$ cat config.mk
export PLATFORM = sky130hd
export DESIGN_NAME = keypad_scanner
export DESIGN_NICKNAME = d
export VERILOG_FILES = /design/src/rtl/keypad_scanner.sv
export SDC_FILE = /design/constraint.sdc
export NUM_CORES = 1
export LEC_CHECK = 0
export CORE_ASPECT_RATIO = 0.9
export CORE_UTILIZATION = 50
export CTS_BUF_LIST = sky130_fd_sc_hd__clkbuf_4 sky130_fd_sc_hd__clkbuf_8 sky130_fd_sc_hd__clkbuf_16
export DETAILED_ROUTE_END_ITERATION = 8
export GPL_ROUTABILITY_DRIVEN = 0
export PLACE_DENSITY = 0.76
export SLEW_MARGIN = 0
export SYNTH_ARGS = -nofsm -noshare
export SYNTH_HDL_FRONTEND = slang
export SYNTH_SLANG_ARGS = --single-unit
export TNS_END_PERCENT = 30
$ cat constraint.sdc
create_clock -name clk -period 2.18 [get_ports clk]
set_clock_uncertainty 0.1 [all_clocks]
set_input_delay 0.436 -clock clk [delete_from_list [all_inputs] [get_ports clk]]
set_output_delay 0.436 -clock clk [all_outputs]
set_load 0.1 [all_outputs]
$ cat src/rtl/keypad_scanner.sv
// Matrix keypad scanner: row strobing, column synchronisation, frame-based
// press/release debounce and a first-word-fall-through key event FIFO.
module keypad_scanner #(
    parameter int ROWS           = 4,
    parameter int COLS           = 4,
    parameter int SCAN_DIV       = 4096,
    parameter int DEBOUNCE_SCANS = 4,
    parameter int FIFO_DEPTH     = 4,
    localparam int CW            = $clog2(ROWS * COLS)
) (
    input  logic            clk,
    input  logic            reset,
    output logic [ROWS-1:0] row,
    input  logic [COLS-1:0] col,
    output logic            key_valid,
    output logic [CW-1:0]   key_code,
    input  logic            key_ready,
    output logic            key_held,
    output logic            overflow
);

    localparam int DW  = $clog2(SCAN_DIV);
    localparam int RW  = $clog2(ROWS);
    localparam int CCW = $clog2(COLS);
    localparam int AW  = $clog2(FIFO_DEPTH);
    localparam int NW  = $clog2(DEBOUNCE_SCANS + 1);

    typedef enum logic [1:0] {IDLE, PRESS_DB, HELD, REL_DB} state_t;

    logic [COLS-1:0] col_s1, col_s2;
    logic [DW-1:0]   div;
    logic [RW-1:0]   row_idx, row_idx_next;
    logic            sample, last_row;

    logic            row_hit;
    logic [CCW-1:0]  hit_col;
    logic [CW-1:0]   row_code;
    logic            base_any, cur_any;
    logic [CW-1:0]   base_code, cur_code;
    logic            acc_any;
    logic [CW-1:0]   acc_code;
    logic            frame_done, fd_any;
    logic [CW-1:0]   fd_code;

    state_t          state, state_n;
    logic [NW-1:0]   cnt, cnt_n;
    logic [CW-1:0]   cand, cand_n;
    logic            push;
    logic [CW-1:0]   push_code;

    logic [CW-1:0]   mem [FIFO_DEPTH];
    logic [AW-1:0]   wr_ptr, rd_ptr, rd_n;
    logic [AW:0]     count, count_n;
    logic            full, pop, wr_en, head_from_push;
    logic [CW-1:0]   head_n;

    always_ff @(posedge clk) begin
        if (reset) begin
            col_s1 <= '1;
            col_s2 <= '1;
        end else begin
            col_s1 <= col;
            col_s2 <= col_s1;
        end
    end

    assign sample       = (div == DW'(SCAN_DIV - 1));
    assign last_row     = (row_idx == RW'(ROWS - 1));
    assign row_idx_next = last_row ? '0 : row_idx + RW'(1);

    always_ff @(posedge clk) begin
        if (reset) begin
            div     <= '0;
            row_idx <= '0;
            row     <= ~ROWS'(1);
        end else if (sample) begin
            div     <= '0;
            row_idx <= row_idx_next;
            row     <= ~(ROWS'(1) << row_idx_next);
        end else begin
            div     <= div + DW'(1);
        end
    end

    // Lowest pressed column in the row currently being sampled.
    always_comb begin
        row_hit = 1'b0;
        hit_col = '0;
        for (int unsigned i = 0; i < COLS; i++) begin
            if (!row_hit && !col_s2[i]) begin
                row_hit = 1'b1;
                hit_col = CCW'(i);
            end
        end
    end

    assign row_code  = CW'(row_idx) * CW'(COLS) + CW'(hit_col);
    assign base_any  = (row_idx == '0) ? 1'b0 : acc_any;
    assign base_code = (row_idx == '0) ? '0 : acc_code;
    assign cur_any   = base_any | row_hit;
    assign cur_code  = base_any ? base_code : (row_hit ? row_code : '0);

    always_ff @(posedge clk) begin
        if (reset) begin
            acc_any    <= 1'b0;
            acc_code   <= '0;
            frame_done <= 1'b0;
            fd_any     <= 1'b0;
            fd_code    <= '0;
        end else begin
            frame_done <= sample && last_row;
            if (sample) begin
                acc_any  <= cur_any;
                acc_code <= cur_code;
                if (last_row) begin
                    fd_any  <= cur_any;
                    fd_code <= cur_code;
                end
            end
        end
    end

    always_ff @(posedge clk) begin
        if (reset) begin
            state <= IDLE;
            cnt   <= '0;
            cand  <= '0;
        end else begin
            state <= state_n;
            cnt   <= cnt_n;
            cand  <= cand_n;
        end
    end

    always_comb begin
        state_n   = state;
        cnt_n     = cnt;
        cand_n    = cand;
        push      = 1'b0;
        push_code = cand;
        if (frame_done) begin
            case (state)
                IDLE: begin
                    if (fd_any) begin
                        cand_n = fd_code;
                        cnt_n  = NW'(1);
                        if (DEBOUNCE_SCANS == 1) begin
                            push      = 1'b1;
                            push_code = fd_code;
                            state_n   = HELD;
                        end else begin
                            state_n = PRESS_DB;
                        end
                    end
                end
                PRESS_DB: begin
                    if (!fd_any) begin
                        state_n = IDLE;
                    end else if (fd_code != cand) begin
                        cand_n = fd_code;
                        cnt_n  = NW'(1);
                    end else if (cnt == NW'(DEBOUNCE_SCANS - 1)) begin
                        push    = 1'b1;
                        state_n = HELD;
                    end else begin
                        cnt_n = cnt + NW'(1);
                    end
                end
                HELD: begin
                    if (!fd_any) begin
                        cnt_n   = NW'(1);
                        state_n = (DEBOUNCE_SCANS == 1) ? IDLE : REL_DB;
                    end
                end
                REL_DB: begin
                    if (fd_any) begin
                        state_n = HELD;
                    end else if (cnt == NW'(DEBOUNCE_SCANS - 1)) begin
                        state_n = IDLE;
                    end else begin
                        cnt_n = cnt + NW'(1);
                    end
                end
                default: state_n = IDLE;
            endcase
        end
    end

    assign key_held = (state == HELD) || (state == REL_DB);

    assign key_valid = (count != '0);
    assign full      = (count == (AW + 1)'(FIFO_DEPTH));
    assign pop       = key_valid && key_ready;
    assign wr_en     = push && (!full || pop);
    assign rd_n      = pop ? rd_ptr + AW'(1) : rd_ptr;

    always_comb begin
        count_n = count;
        case ({wr_en, pop})
            2'b10:   count_n = count + (AW + 1)'(1);
            2'b01:   count_n = count - (AW + 1)'(1);
            default: count_n = count;
        endcase
    end

    // key_code is a register so it can hold its last value once the FIFO drains.
    assign head_from_push = (count == '0) || (pop && count == (AW + 1)'(1));
    assign head_n         = head_from_push ? push_code : mem[rd_n];

    always_ff @(posedge clk) begin
        if (wr_en) begin
            mem[wr_ptr] <= push_code;
        end
    end

    always_ff @(posedge clk) begin
        if (reset) begin
            wr_ptr   <= '0;
            rd_ptr   <= '0;
            count    <= '0;
            key_code <= '0;
            overflow <= 1'b0;
        end else begin
            if (wr_en) begin
                wr_ptr <= wr_ptr + AW'(1);
            end
            rd_ptr <= rd_n;
            count  <= count_n;
            if (count_n != '0) begin
                key_code <= head_n;
            end
            if (push && full && !pop) begin
                overflow <= 1'b1;
            end
        end
    end

endmodule
# == Word-level counts from Yosys, hierarchy flattened ==
# Memory sizes are Yosys's and may differ from the RTL's.
# Index checks and enable logic that the tools add are counted.
# totals
output_inout_bits,11
ramBits,16
n_memories,1
rom_bits,0
inputBits,7
wordCells,120
latch_bits,0
register_bits,58
# memory_table
name,depth,width,read_ports,rd_clocked_by_memory_dff,wr,line_no,source
mem,4,4,1,0,1,51,logic [CW-1:0] mem [FIFO_DEPTH];
# op_classes
eq_ne,19
addsub,8
order_cmp,0
bitwise_logic,2
reduce_logical,30
muxes,41
mul,0
div_mod_pow,0
n_shift,1
# ops
op,n
4-bit two-way mux,7
2-bit two-way mux,11
3-bit two-way mux,6
1-bit two-way mux,13
12-bit by 1-bit adder with 12-bit output (second input constant),1
12-bit equality test (second input constant),1
3-bit one-hot mux with 4 select lines,1
2-bit != test (second input constant),5
5-bit AND reduction,2
1-bit logical AND,9
3-bit != test (second input constant),3
2-bit equality test (second input constant),4
2-bit one-hot mux with 4 select lines,1
4-bit one-hot mux with 2 select lines,1
1-bit zero test,7
2-bit by 1-bit adder with 2-bit output (second input constant),3
3-bit by 1-bit adder with 3-bit output (second input constant),2
3-bit one-hot mux with 2 select lines,1
6-bit AND reduction,1
3-bit nonzero test,2
4-bit by 2-bit adder with 4-bit output,1
2-bit by 1-bit equality test with 1-bit output (second input constant),2
2-bit zero test,2
4-bit != test,1
12 further kinds,14

# == Longest topological paths before layout ==
# logic_depth
ltp_word,12
mapped_depth,9

# == Least setup slack after synthesis ==
# Ideal clock, no wire load.
# synth_timing
kind,register to register
startpoint,register count[0]
endpoint,register key_code[0]
period_less_slack_ns,2.761
slack_ns,-0.581
setup_ns,0.059
path_stages_with_launch,10
arrival_time_ns,2.602
path_cell_list,dfxtp_1 -> inv_1 -> ha_1 -> nand2b_1 -> buf_1 -> a221oi_1 -> a31oi_1 -> o221ai_1 -> a21oi_1 -> mux2_1
# synth_via
elab_chain_cells,7
word_cells_on_any_way,19
cone_classes,2 x add/sub; 4 x eq/ne; 3 x mux; 9 x reduce/logical; 1 x memory
# synth_rtl
item,line_no,source
start: declaration,53,"logic [AW:0] count, count_n;"
start signal: assignment,228,count <= count_n;
3-bit nonzero test (*),191,assign key_valid = (count != '0);
named net key_valid,15,"output logic key_valid,"
1-bit logical AND (*),193,assign pop = key_valid && key_ready;
1-bit logical OR,194,assign wr_en = push && (!full || pop);
1-bit logical AND,194,
2-bit by 1-bit equality test with 1-bit output or 2-bit equality test (tied branches),199,"case ({wr_en, pop})"
3-bit one-hot mux with 2 select lines,199,
3-bit nonzero test,229,if (count_n != '0) begin
end signal: assignment,230,key_code <= head_n;
end: declaration,16,"output logic [CW-1:0] key_code,"
# The timed path passes the listed nets; every way through them passes the cells marked *.
# A chain may end at the register's enable or synchronous reset.

# == Final worst setup path ==
# layout_timing
startpoint,input key_ready
endpoint,register key_code[1]
# layout_via
elab_chain_cells,6
word_cells_on_any_way,12
cone_classes,2 x eq/ne; 3 x mux; 6 x reduce/logical; 1 x memory
# layout_rtl
item,line_no,source
start: declaration,17,"input logic key_ready,"
1-bit logical AND (*),193,
1-bit logical OR,194,
1-bit logical AND,194,
2-bit by 1-bit equality test with 1-bit output or 2-bit equality test (tied branches),199,
3-bit one-hot mux with 2 select lines,199,
3-bit nonzero test,229,
# Every way passes the cells marked *; elsewhere a longest branch is shown, timed or not.

==> run metrics <==
critical path arrival=2.33 ns; DRT Pass-1 Iters=4; Synth Register Bits=74; Worst R2R Path Depth=8; setup slack on the worst flop-to-flop path=-0.01 ns; total CTS buffers=9; initial antenna violation count=0; delay-heaviest family, CP=simple AND/OR/NAND/NOR gates; Leakage=0.00161 uW; max-slew violations=0; most common library cell in the layout ignoring fill and taps=dfxtp_1; Final min period=2.20 ns; largest family of logic cells by synthesized area=simple AND/OR/NAND/NOR gates; Syn. warnings=0; cell area after synthesis=3440 um2; cells along the critical path=clkdlybuf4s50_1, or2_1, a21oi_2, nand3_2, or3_4, a32oi_4, mux2_4; non-filler cells in the finished layout=495; Tot GR Track Use=19.3%; Synth Area per Inst=9.58 um2; failing checks=setup timing; effective utilization at floorplan=52.0%; R2R Path End=key_code[1]$_SDFFE_PP0P_; Synth Area in XOR/XNOR=4.58%; Buffers & Inverters on Critical Path=1; WHS=0.314 ns; Worst EP required=2.31 ns; FP Rows=28; H-tree levels=3; Longest Clk Path Bufs=2; post-synthesis compound-gate area fraction=12.0%; DRC Markers=0; Hold Startpoint=col_s1[3]$_SDFF_PP1_; Max Cap Violations=0; adder-cell area share of the yosys netlist=6.18%; core area=6620 um2; Max IR drop VDD=0.468 mV; Hold Fails Final Rpt=0; via/cell ratio=5.32; Async S/R FF share, synth=0%; WL final=6430 um; layout cells sized above 1=22.5%; power per cell area=1080 nW/um2; P&R area growth vs syn=21.4%; CTS tree=built; clk_lat worst skew=0.34 ns; clock sinks=74; antenna cell count=0; Iteration-0 DRC Markers=124; Die ar.=7220 um2; Setup CP Type=input pin to flip-flop; Slowest cell on crit path=clkdlybuf4s50_1; RSZ-0062 raised after global routing=yes; synthesized-area fraction occupied by and/or/nand/nor cells=22.3%; Final nets=425; die extent in y=80.7 um; Max Fclk=455 MHz; crit start category=input pin; # IOs=18; relative slew slack=54.2%; WHS Endpoint=col_s2[3]$_SDFF_PP1_; post-route worst setup slack=-0.0157 ns; HP Class=flip-flop to flip-flop; setup TNS=-0.0425 ns; syn_nets=383; global-route wire length before repair=10600 um; Post-Place Cells=479; pin count of the biggest net entering global routing=30; Post-DRT Antenna Nets=0; Critical Path Fanout Max=4; clock-pin slew on the worst setup and hold paths=0.08 ns; final setup vio count=3; grt ovf=0; Primary FF master, synth=dfxtp_1; dpl hpwl=4490 um; cts hold-fix bufs=0; CTS Root Cell=clkbuf_8; status=finished with violations; Layout Utilization=63.1%; vias=2631; origin of the critical flop-to-flop path=count[1]$_SDFF_PP0_; Syn Inst Count=359; post-route clock period utilization=101%; vias in the first global route=2519; Slew @ Worst Pin=0.685 ns; CP endpoint kind=flip-flop; EDFF count, synth=16; Yosys cell types=47; Worst path max stage delay=0.42 ns; sequential share of the synthesized area=47.7%; most frequent cells in the layout=dfxtp_1 (56), nor2_1 (44), buf_4 (43); mux cell area share after synthesis=3.96%; Routed WL per cell=13.0 um; Die X=89.4 um; Tot Pwr=4500 uW; PortBufs=17; WHS Path Cells=1
[cells by family after synthesis]
family	Yosys count
xor gates and xnor gates	18
AOI/OAI and AO/OA	60
buffers and inverters	29
DFF	74
adders and majority gates	17
and+or+nand+nor	149
muxes	12
[metal layers]
metal / track usage [%] / vias to the layer above / part of all wire (%)
met5: 0 / - / 0
met2: 34.3 / 49 / 50
met1: 21.9 / 1239 / 45
li1: - / 1339 / -
met4: 4.76 / 0 / 0.56
met3: 7.19 / 4 / 4.3
[per-stage QoR]
step / setup slack (ns) / cell area, um2
after floorplan: -0.0314 / 3450
after global placement: -0.303 / 3870
after detailed placement: -0.369 / 3870
after CTS: -0.0482 / 4140
after global routing: -0.126 / 4180
final: -0.0157 / 4180
[power by group]
group	switching (uW)	internal, uW
combinational	1010	760
sequential	70.6	1480
clock	502	680
total	1580	2920
[synthesized netlist by cell type, types with 2 or more instances]
library cell / n / area (um2)
dfxtp_1: 58 / 1160
a21oi_1: 18 / 90.1
a311oi_1: 2 / 17.5
nor3b_1: 3 / 22.5
nor2_1: 44 / 165
nand2b_1: 10 / 62.6
nor3_1: 3 / 15.0
buf_2: 3 / 15.0
o21ai_0: 8 / 40.0
edfxtp_1: 16 / 480
a31oi_1: 5 / 31.3
nor2b_1: 9 / 56.3
mux2_1: 3 / 33.8
mux2i_1: 8 / 80.1
ha_1: 17 / 213
nand3_1: 17 / 85.1
or2_2: 9 / 56.3
o221ai_1: 6 / 52.6
nand2_1: 25 / 93.8
a211oi_1: 4 / 30.0
and2_1: 5 / 31.3
xor2_1: 8 / 70.1
clkbuf_1: 15 / 56.3
and3b_1: 3 / 26.3
a211o_1: 4 / 35.0
o21bai_1: 2 / 15.0
and3_1: 7 / 43.8
xnor2_1: 10 / 87.6
a221oi_1: 5 / 43.8
nand4_1: 6 / 37.5
inv_1: 10 / 37.5
[worst max path at each step]
stage	from	cells past startpoint	to	slack [ns]
after global placement	key_ready	7	key_code[1]$_SDFFE_PP0P_	-0.30
after floorplan	count[0]$_SDFF_PP0_	8	key_code[0]$_SDFFE_PP0P_	-0.03
final	key_ready	7	key_code[1]$_SDFFE_PP0P_	-0.02
after CTS	count[1]$_SDFF_PP0_	8	key_code[0]$_SDFFE_PP0P_	-0.05
after detailed placement	key_ready	7	key_code[1]$_SDFFE_PP0P_	-0.37
after global routing	cnt[0]$_SDFFE_PP0P_	7	key_code[2]$_SDFFE_PP0P_	-0.13
[registers in the layout (all words and copies together), names as in the netlist, 3 cells and up, named ones only]
| name | count |
|---|---|
| div | 12 |
| col_s1 | 4 |
| cnt | 3 |
| count | 3 |
| mem | 16 |
| col_s2 | 4 |
| cand | 4 |
| acc_code | 4 |
| row | 4 |
| key_code | 4 |
| fd_code | 4 |
[final cells by class]
class                           count  area, um2
Fill cell                         558       2440
Multi-Input combinational cell    256       1760
Sequential cell                    74       1640
Timing Repair Buffer               50        398
Clock buffer                       10        138
Tap cell                           90        113
Clock inverter                      5       86.3
Inverter                           10       37.5
[what timing repair did]
item | 4_1_cts | 5_1_grt
pin swaps | 4 | 2
gates resized for setup | 9 | 6
setup endpoints to repair | 4 | 4
buffers inserted | 1 | 0
[worst register-to-register path: stages (launching register included)]
cell	delay, ns
dfxtp_2	0.34
inv_2	0.05
ha_4	0.16
or2_1	0.22
a21oi_2	0.18
nand3_2	0.10
or3_4	0.35
a32oi_4	0.27
mux2_4	0.33
(Power assumes the default switching activity.)
